$ cat src/rtl/spmv_rd_arbiter.sv
// spmv_rd_arbiter: shares one AXI4 read master (AR + R) between NUM_REQ
// kernel read requesters. One burst outstanding at a time; round-robin grant.
// Optional build macro SPMV_RD_ARB_QOS_EN restricts arbitration to the
// requesters presenting the highest arqos and forwards the winner's arqos.
module spmv_rd_arbiter #(
  parameter int NUM_REQ            = 4,
  parameter int C_M_AXI_ADDR_WIDTH = 48,
  parameter int C_M_AXI_DATA_WIDTH = 32,
  parameter int C_M_AXI_ID_WIDTH   = 1
) (
  input  logic                                    clk,
  input  logic                                    rst,
  // requester side
  input  logic [NUM_REQ*C_M_AXI_ADDR_WIDTH-1:0]   s_axi_araddr,
  input  logic [NUM_REQ*8-1:0]                    s_axi_arlen,
  input  logic [NUM_REQ*3-1:0]                    s_axi_arsize,
  input  logic [NUM_REQ*4-1:0]                    s_axi_arqos,
  input  logic [NUM_REQ-1:0]                      s_axi_arvalid,
  output logic [NUM_REQ-1:0]                      s_axi_arready,
  output logic [C_M_AXI_DATA_WIDTH-1:0]           s_axi_rdata,
  output logic [1:0]                              s_axi_rresp,
  output logic                                    s_axi_rlast,
  output logic [NUM_REQ-1:0]                      s_axi_rvalid,
  input  logic [NUM_REQ-1:0]                      s_axi_rready,
  // master side
  output logic [C_M_AXI_ID_WIDTH-1:0]             m_axi_arid,
  output logic [C_M_AXI_ADDR_WIDTH-1:0]           m_axi_araddr,
  output logic [7:0]                              m_axi_arlen,
  output logic [2:0]                              m_axi_arsize,
  output logic [1:0]                              m_axi_arburst,
  output logic                                    m_axi_arlock,
  output logic [3:0]                              m_axi_arcache,
  output logic [2:0]                              m_axi_arprot,
  output logic [3:0]                              m_axi_arqos,
  output logic                                    m_axi_arvalid,
  input  logic                                    m_axi_arready,
  input  logic [C_M_AXI_ID_WIDTH-1:0]             m_axi_rid,
  input  logic [C_M_AXI_DATA_WIDTH-1:0]           m_axi_rdata,
  input  logic [1:0]                              m_axi_rresp,
  input  logic                                    m_axi_rlast,
  input  logic                                    m_axi_rvalid,
  output logic                                    m_axi_rready,
  // status
  output logic                                    busy,
  output logic [((NUM_REQ > 1) ? $clog2(NUM_REQ) : 1)-1:0] grant_idx,
  output logic                                    len_err
);

  localparam int AW = C_M_AXI_ADDR_WIDTH;
  localparam int GW = (NUM_REQ > 1) ? $clog2(NUM_REQ) : 1;

  typedef enum logic [1:0] {S_IDLE, S_AR, S_R} state_t;

  state_t              r_state;
  state_t              w_state_nxt;
  logic [GW-1:0]       r_rr_ptr;
  logic [GW-1:0]       r_grant;
  logic [7:0]          r_len;
  logic [7:0]          r_beat;
  logic                r_len_err;

  logic [NUM_REQ-1:0]   w_elig;
  logic [2*NUM_REQ-1:0] w_dbl;
  logic [GW:0]          w_sum;
  logic [GW-1:0]        w_pick;
  logic [GW-1:0]        w_rr_nxt;
  logic                 w_found;
  logic                 w_ar_hs;
  logic                 w_r_hs;
  logic                 w_unused;

`ifdef SPMV_RD_ARB_QOS_EN
  logic [3:0]          r_qos;
  logic [3:0]          w_max_qos;
`endif

  assign w_unused = ^{m_axi_rid, s_axi_arqos};

  // Eligibility and round-robin pick starting at r_rr_ptr.
  // The eligible vector is doubled and shifted by the pointer so the search
  // order becomes a plain low-to-high scan; the pick is then re-based.
  always_comb begin
    w_elig = s_axi_arvalid;
`ifdef SPMV_RD_ARB_QOS_EN
    w_max_qos = '0;
    for (int unsigned i = 0; i < NUM_REQ; i++) begin
      if (s_axi_arvalid[i] && (s_axi_arqos[i*4 +: 4] > w_max_qos))
        w_max_qos = s_axi_arqos[i*4 +: 4];
    end
    for (int unsigned i = 0; i < NUM_REQ; i++) begin
      w_elig[i] = s_axi_arvalid[i] && (s_axi_arqos[i*4 +: 4] == w_max_qos);
    end
`endif
    w_dbl   = {w_elig, w_elig} >> r_rr_ptr;
    w_pick  = '0;
    w_found = 1'b0;
    w_sum   = '0;
    for (int unsigned i = 0; i < NUM_REQ; i++) begin
      if (!w_found && w_dbl[i]) begin
        w_found = 1'b1;
        w_sum   = {1'b0, r_rr_ptr} + (GW+1)'(i);
        if (w_sum >= (GW+1)'(NUM_REQ))
          w_sum = w_sum - (GW+1)'(NUM_REQ);
        w_pick  = w_sum[GW-1:0];
      end
    end
    if (w_pick == GW'(NUM_REQ-1))
      w_rr_nxt = '0;
    else
      w_rr_nxt = w_pick + 1'b1;
  end

  assign w_ar_hs = m_axi_arvalid && m_axi_arready;
  assign w_r_hs  = m_axi_rvalid && m_axi_rready;

  // State register.
  always_ff @(posedge clk or posedge rst) begin
    if (rst) r_state <= S_IDLE;
    else     r_state <= w_state_nxt;
  end

  // Next-state logic.
  always_comb begin
    w_state_nxt = r_state;
    case (r_state)
      S_IDLE:  if (w_found) w_state_nxt = S_AR;
      S_AR:    if (w_ar_hs) w_state_nxt = S_R;
      S_R:     if (w_r_hs && m_axi_rlast) w_state_nxt = S_IDLE;
      default: w_state_nxt = S_IDLE;
    endcase
  end

  // Grant, pointer, burst length, beat counter and sticky length error.
  always_ff @(posedge clk or posedge rst) begin
    if (rst) begin
      r_rr_ptr  <= '0;
      r_grant   <= '0;
      r_len     <= '0;
      r_beat    <= '0;
      r_len_err <= 1'b0;
`ifdef SPMV_RD_ARB_QOS_EN
      r_qos     <= '0;
`endif
    end else begin
      case (r_state)
        S_IDLE: begin
          if (w_found) begin
            r_grant  <= w_pick;
            r_rr_ptr <= w_rr_nxt;
`ifdef SPMV_RD_ARB_QOS_EN
            r_qos    <= s_axi_arqos[int'(w_pick)*4 +: 4];
`endif
          end
        end
        S_AR: begin
          if (w_ar_hs) begin
            r_len  <= m_axi_arlen;
            r_beat <= '0;
          end
        end
        S_R: begin
          if (w_r_hs) begin
            r_beat <= r_beat + 8'd1;
            // Early or late RLAST both flag; a missing RLAST keeps waiting.
            if (m_axi_rlast) begin
              if (r_beat != r_len) r_len_err <= 1'b1;
            end else if (r_beat == r_len) begin
              r_len_err <= 1'b1;
            end
          end
        end
        default: ;
      endcase
    end
  end

  // Handshake steering and master AR muxes derived from state and grant.
  always_comb begin
    m_axi_arvalid = (r_state == S_AR);
    m_axi_araddr  = s_axi_araddr[int'(r_grant)*AW +: AW];
    m_axi_arlen   = s_axi_arlen[int'(r_grant)*8 +: 8];
    m_axi_arsize  = s_axi_arsize[int'(r_grant)*3 +: 3];
    s_axi_arready = '0;
    s_axi_rvalid  = '0;
    m_axi_rready  = 1'b0;
    if (r_state == S_AR)
      s_axi_arready[r_grant] = m_axi_arready;
    if (r_state == S_R) begin
      s_axi_rvalid[r_grant] = m_axi_rvalid;
      m_axi_rready          = s_axi_rready[r_grant];
    end
    busy = (r_state != S_IDLE);
  end

  assign m_axi_arid    = '0;
  assign m_axi_arburst = 2'b01;
  assign m_axi_arlock  = 1'b0;
  assign m_axi_arcache = 4'b0010;
  assign m_axi_arprot  = '0;
`ifdef SPMV_RD_ARB_QOS_EN
  assign m_axi_arqos   = r_qos;
`else
  assign m_axi_arqos   = '0;
`endif

  assign s_axi_rdata = m_axi_rdata;
  assign s_axi_rresp = m_axi_rresp;
  assign s_axi_rlast = m_axi_rlast;
  assign grant_idx   = r_grant;
  assign len_err     = r_len_err;

endmodule
$ cat config.mk
export PLATFORM = sky130hd
export DESIGN_NAME = spmv_rd_arbiter
export DESIGN_NICKNAME = d
export VERILOG_FILES = /design/src/rtl/spmv_rd_arbiter.sv
export SDC_FILE = /design/constraint.sdc
export NUM_CORES = 1
export LEC_CHECK = 0
export BUFFER_PORTS_ARGS = -buffer_cell sky130_fd_sc_hd__buf_2
export CORE_AREA = 2 2 165 167
export DETAILED_ROUTE_END_ITERATION = 6
export DIE_AREA = 0 0 167 169
export GPL_TIMING_DRIVEN = 0
export HOLD_SLACK_MARGIN = 0.02
export PLACE_DENSITY = 0.37
export SETUP_SLACK_MARGIN = 0.02
export SYNTH_ARGS = -nofsm -noshare
export SYNTH_HDL_FRONTEND = slang
export SYNTH_SLANG_ARGS = --single-unit
$ cat constraint.sdc
create_clock -name clk -period 2.52 [get_ports clk]
set_input_delay 0.504 -clock clk [delete_from_list [all_inputs] [get_ports clk]]
set_output_delay 0.504 -clock clk [all_outputs]
set_load 0.05 [all_outputs]
[Yosys cells after proc, flatten, opt, wreduce, memory -nomap -nowiden]
Index checks and enable logic that the tools add are counted.
Storage, ports and cells
  register bits: 23
  bits of input ports: 300
  output and inout port bits: 123
  logic and storage cells: 88
Cells by class
  add/sub/neg operators: 9
  multipliers: 2
  magnitude comparators: 6
  eq/ne operators: 10
  shift-type cells: 4
  muxes and demuxes: 30
  bitwise operators: 2
  reduce and logical (&&, ||, !) cells: 19
Operators by type and width (count)
  192-bit by 9-bit indexed part select with 48-bit output: 1
  32-bit by 6-bit indexed part select with 8-bit output: 1
  2-bit 2-to-1 mux: 12
  8-bit 2-to-1 mux: 2
  8-bit case mux with 2 select lines: 1
  12-bit by 5-bit indexed part select with 3-bit output: 1
  1-bit 2-to-1 mux: 10
  3-bit greater-or-equal comparator, second input constant: 3
  8-bit by 1-bit adder with 8-bit output, second input constant: 1
  4-bit bitwise AND: 2
  8-bit equality test: 1
  2-bit by 2-bit multiplier with 4-bit output, second input constant: 2
  4-bit 2-to-1 mux: 2
  8-bit inequality test: 1
  8-bit by 2-bit right shift with 4-bit output: 1
  2-bit by 1-bit subtractor with 2-bit output, second input constant: 4
  1-bit logical AND: 7
  2-bit by 2-bit adder with 3-bit output, second input constant: 2
  2-bit inequality test, second input constant: 3
  2-bit case mux with 3 select lines: 1
  3-bit AND reduction: 2
  2-bit nonzero test: 3
  2-bit equality test, second input constant: 2
  2-bit by 1-bit inequality test with 1-bit output, second input constant: 2
  12 further kinds: 15

[Depth between registers and ports, before layout]
  word-level depth: 13
  mapped depth: 6
  gate-level depth less buffers: 5

[Worst setup path before layout]
Ideal clock, no wire load.
  path kind: reg2out
  start: register r_state[0]
  end: output s_axi_arready[0]
  arrival: 2727 ps
  data required time: 2016 ps
  setup slack: -711 ps
  cell stages (with the launch flop): 5
  path buffers: 1
  path through: dfrtp_1 -> nor2b_1 -> nand2_1 -> clkbuf_1 -> nor3_1
Between the ends
  cells in the longest elaborated chain, start to end: 2
RTL lines
  from (decl): RTL line 54  | state_t r_state;
  from (signal assigned): RTL line 119  | else r_state <= w_state_nxt;
  2-bit by 1-bit equality test with 1-bit output
  net m_axi_arvalid: RTL line 35  | output logic m_axi_arvalid,
  4-bit 2-to-1 mux: RTL line 186  | if (r_state == S_AR)
  to (decl): RTL line 19  | output logic [NUM_REQ-1:0] s_axi_arready,
The timed path passes the listed nets, and every way through them passes these cells.

[Final worst setup path]
  start: register r_grant[0], in the netlist grant_idx[0]
  end: output m_axi_araddr[35]
Between the ends
  cells in the longest elaborated chain, start to end: 2
RTL lines
  from (decl): RTL line 57  | logic [GW-1:0] r_grant;
  from (signal assigned): RTL line 148  | r_grant <= w_pick;
  2-bit by 2-bit multiplier with 4-bit output: RTL line 180  | m_axi_araddr = s_axi_araddr[int'(r_grant)*AW +: AW];
  192-bit by 9-bit indexed part select with 48-bit output: RTL line 180
  to (decl): RTL line 27  | output logic [C_M_AXI_ADDR_WIDTH-1:0] m_axi_araddr,
No other way between the ends.

==> key figures <==
Setup path
  • Crit-path leading delay family: buffers and inverters
  • CP Launch Type: flop
  • WP data arrival: 1.92 ns
  • Worst Path Required: between 2 and 2.5 ns
  • CP most frequent cell: buf_6
  • Setup Crit Path Kind: reg2out
  • Slowest CP cell: mux4_2
  • Worst-path cell chain: buf_6, buf_6, mux4_2, buf_2
  • Crit end category: output port
  • Max stage delay on crit path: ~0.55 ns
  • Critical path buffers and inverters: 3
  • Critical path peak fanout: 10

Clock network
  • Hold buffers post-CTS: 0
  • CTS tree: yes
  • Root buf cell: clkbuf_16
  • Sink Count: 23
  • CTS clock-pin slew for the worst setup and hold paths: ~0.06 ns
  • TritonCTS Buffers: 3
  • Max Buffers Root-to-Sink: 2
  • CTS HTree Levels: 1
  • Latest clock arrival within the worst-skew pair: between 0.2 and 0.3 ns

Cells and area
  • Area Growth Syn to Fin: 79.1%
  • Post-route cell area: roughly 5500 um^2
  • Most frequent cells in the layout: 356 x buf_2, 60 x mux4_2, 54 x buf_4
  • Nets: approximately 950
  • Fillcell total: 2998
  • Non-filler instance count after layout: 989
  • Most common cell after layout, fill and taps aside: buf_2
  • Area occupied by multi-input gates: 2090 um^2
  • FF+latch area: 577 um^2
  • Ratio of cells with drive above 1 in the final layout: 76.0%

Synthesis
  • Post-synthesis async set-or-reset flop share: 100%
  • Adder-Cell Fraction of Synth Area: 0.407%
  • Post-synthesis compound-gate area fraction: about 3.6%
  • EDFF count, synth: 0
  • Synth top area share: roughly 44%
  • Synth cell types: 37
  • Leading register cell type out of synthesis: dfrtp_1
  • Synth area leaders: mux4_2 44%, dfrtp_1 19%, buf_4 12%, nand2_1 4.2%, xor2_1 4.0%
  • Synth Area in XOR/XNOR: 4.28%
  • Sequential fraction of the synthesis area: between 10% and 20%
  • Simple-gate share of the synthesized area: roughly 12%
  • Leading area contributor after synthesis: mux4_2
  • Cell count after synthesis: 275
  • Yosys warnings: 0
  • Seq cells post-synth: 23
  • Post-synthesis mux area share: 45.0%
  • Syn_area_per_cell: 11.2 um^2
  • Synth Cell Area: 3070 um^2
  • Largest family of logic cells by synthesized area: multiplexers

Place
  • Placed Cells: 984
  • IO Port Bufs: 355
  • Placed Area: around 5300 um^2
  • Placement Setup Slack: -0.658 ns
  • RePlAce Congestion: 0.768
  • Dpl hpwl: 15.8 mm

GRT
  • Largest net degree at the start of global routing: 24
  • Initial antenna violation count: 3
  • Global route overflow: 0
  • Global-route wire length before repair: about 25 mm
  • Vias in the first global route: 3926
  • Total global-route track usage: a little under an eighth

Timing
  • Final setup viols: 0
  • Final slew viol count: 0
  • Fmax: 0.413 GHz
  • Worst-Margin Slew: 0.951 ns
  • RSZ-0062 raised after global routing: true
  • Worst setup margin: 0.101 ns
  • Final Hold Fails: 0
  • Period utilization: a little over nine tenths
  • Post-Route Skew: roughly 0.0021 ns
  • Slew HR: 36.5%
  • Setup TNS Final: 0 ns
  • Minimum clock period: 2.42 ns

Run
  • Max_cap viols: 0

Run status
  • Status: finished, final reports clean

Worst hold path
  • Worst min path class: in2async

Detailed routing
  • Via density per instance: 3.75
  • Initial DRC count: 96
  • Vias: approximately 3700
  • Drc violations: 0
  • WL/cell: about 18 um
  • Post-DRT Antenna Nets: 0
  • Pre-Repair DR Iteration Count: 4
  • DRT Wirelength: 17.7 mm

Power and ir drop
  • Sequential share of power: 10.3%
  • Logic pwr share: 84.1%
  • Pwr Density: about 1100 nW/um^2
  • Clock Power Share: between 5 and 6%
  • Sw Pwr: 3840 uW
  • Leakage: 0.00283 uW
  • Pwr Total: 6280 uW
  • Int Power: 2430 uW
  • Net Sw Frac: 61.2%
  • Worst VDD drop: 0.000594 V

Floorplanning
  • Die W: 167 um
  • Site Rows: 60
  • Io pins: about 420
  • Die ar.: roughly 28000 um^2
  • Die height: roughly 170 um
  • Core Region: 26500 um^2
  • Initial Util: 11.6%
-- kinds of logic after synthesis --
family / after synthesis
muxes: 63
DFF: 23
buffers and inverters: 74
xor gates and xnor gates: 15
AOI/OAI and AO/OA: 17
other: 2
adders and majority gates: 1
and+or+nand+nor: 80
-- stage by stage --
stage	utilization [%]	hold WS [ns]
2_1_floorplan	-	0.466
4_1_cts	20.7	0.453
6_report	20.8	0.456
3_3_place_gp	20.2	0.470
5_1_grt	20.8	0.483
3_5_place_dp	20.2	0.467
-- routing by layer --
| layer | wire length (um) | GRT usage [%] | part of all wire (%) | up-vias |
|---|---|---|---|---|
| li1 | - | - | - | 1718 |
| met1 | 7130 | 14.2 | 40 | 1787 |
| met2 | 9250 | 21.2 | 52 | 198 |
| met3 | 1230 | 2.62 | 6.9 | 6 |
| met4 | 27 | 1.27 | 0.15 | 4 |
| met5 | 27 | 0 | 0.15 | - |
-- state kept, by name, indices dropped and copies added, names as in the netlist, named ones only --
register and count:
grant_idx 2, len_err 1, r_beat 8, r_len 8, r_rr_ptr 1, r_state 2
-- final cells by class --
class / count / share of cell area [%]
plain buffers: 70 / 9.71
well taps: 341 / 7.75
inverters: 3 / 0.205
diodes: 1 / 0.0455
repair buffers: 356 / 32.4
multi-input cells: 191 / 37.9
clock buffers: 3 / 1.36
clock inverters: 1 / 0.0910
flip-flops and latches: 23 / 10.5
-- power by group through the flow --
stage                     sequential, uW  clock, uW  combinational [uW]
after floorplan                      682          0                3910
after global placement               666          0                5230
after detailed placement             664          0                5230
after CTS                            650        365                5360
after global routing                 676        382                5580
final                                645        353                5280
-- final timing paths --
| kind | from | endpoint | slack (ns) | cells after the start |
|---|---|---|---|---|
| worst max-delay path | grant_idx[0] | m_axi_araddr[35] | 0.10 | 4 |
| worst min-delay path | rst | len_err | 0.46 | 2 |
| worst max register to register | grant_idx[0] | r_beat[7] | 0.48 | 7 |
| worst min register to register | len_err | len_err | 0.48 | 1 |
| max in group asynchronous | rst | grant_idx[0] | 1.42 | 2 |
| min in group clk | m_axi_arready | r_state[0] | 0.46 | 2 |
-- Yosys cell counts (2+ instances only) --
| cell type | instances |
|---|---|
| a21oi_1 | 4 |
| and3b_1 | 2 |
| nor3_1 | 3 |
| nor2_1 | 18 |
| nor4_1 | 4 |
| mux4_2 | 60 |
| inv_1 | 3 |
| o21ai_1 | 3 |
| nand2b_1 | 3 |
| dfrtp_1 | 23 |
| xor2_1 | 14 |
| nand2_1 | 34 |
| conb_1 | 2 |
| nand4_1 | 4 |
| o31ai_1 | 3 |
| buf_1 | 3 |
| buf_2 | 7 |
| clkbuf_1 | 10 |
| buf_4 | 51 |
| or3_1 | 2 |
| mux2i_1 | 2 |
| nor2b_1 | 5 |
-- timing repair --
action / in CTS / in global routing
buffers inserted: 1 / 0
cloned: 0 / 0
gates resized for setup: 25 / 4
setup endpoints to repair: 67 / 28
Note: power is estimated with default switching activity, not from simulation.
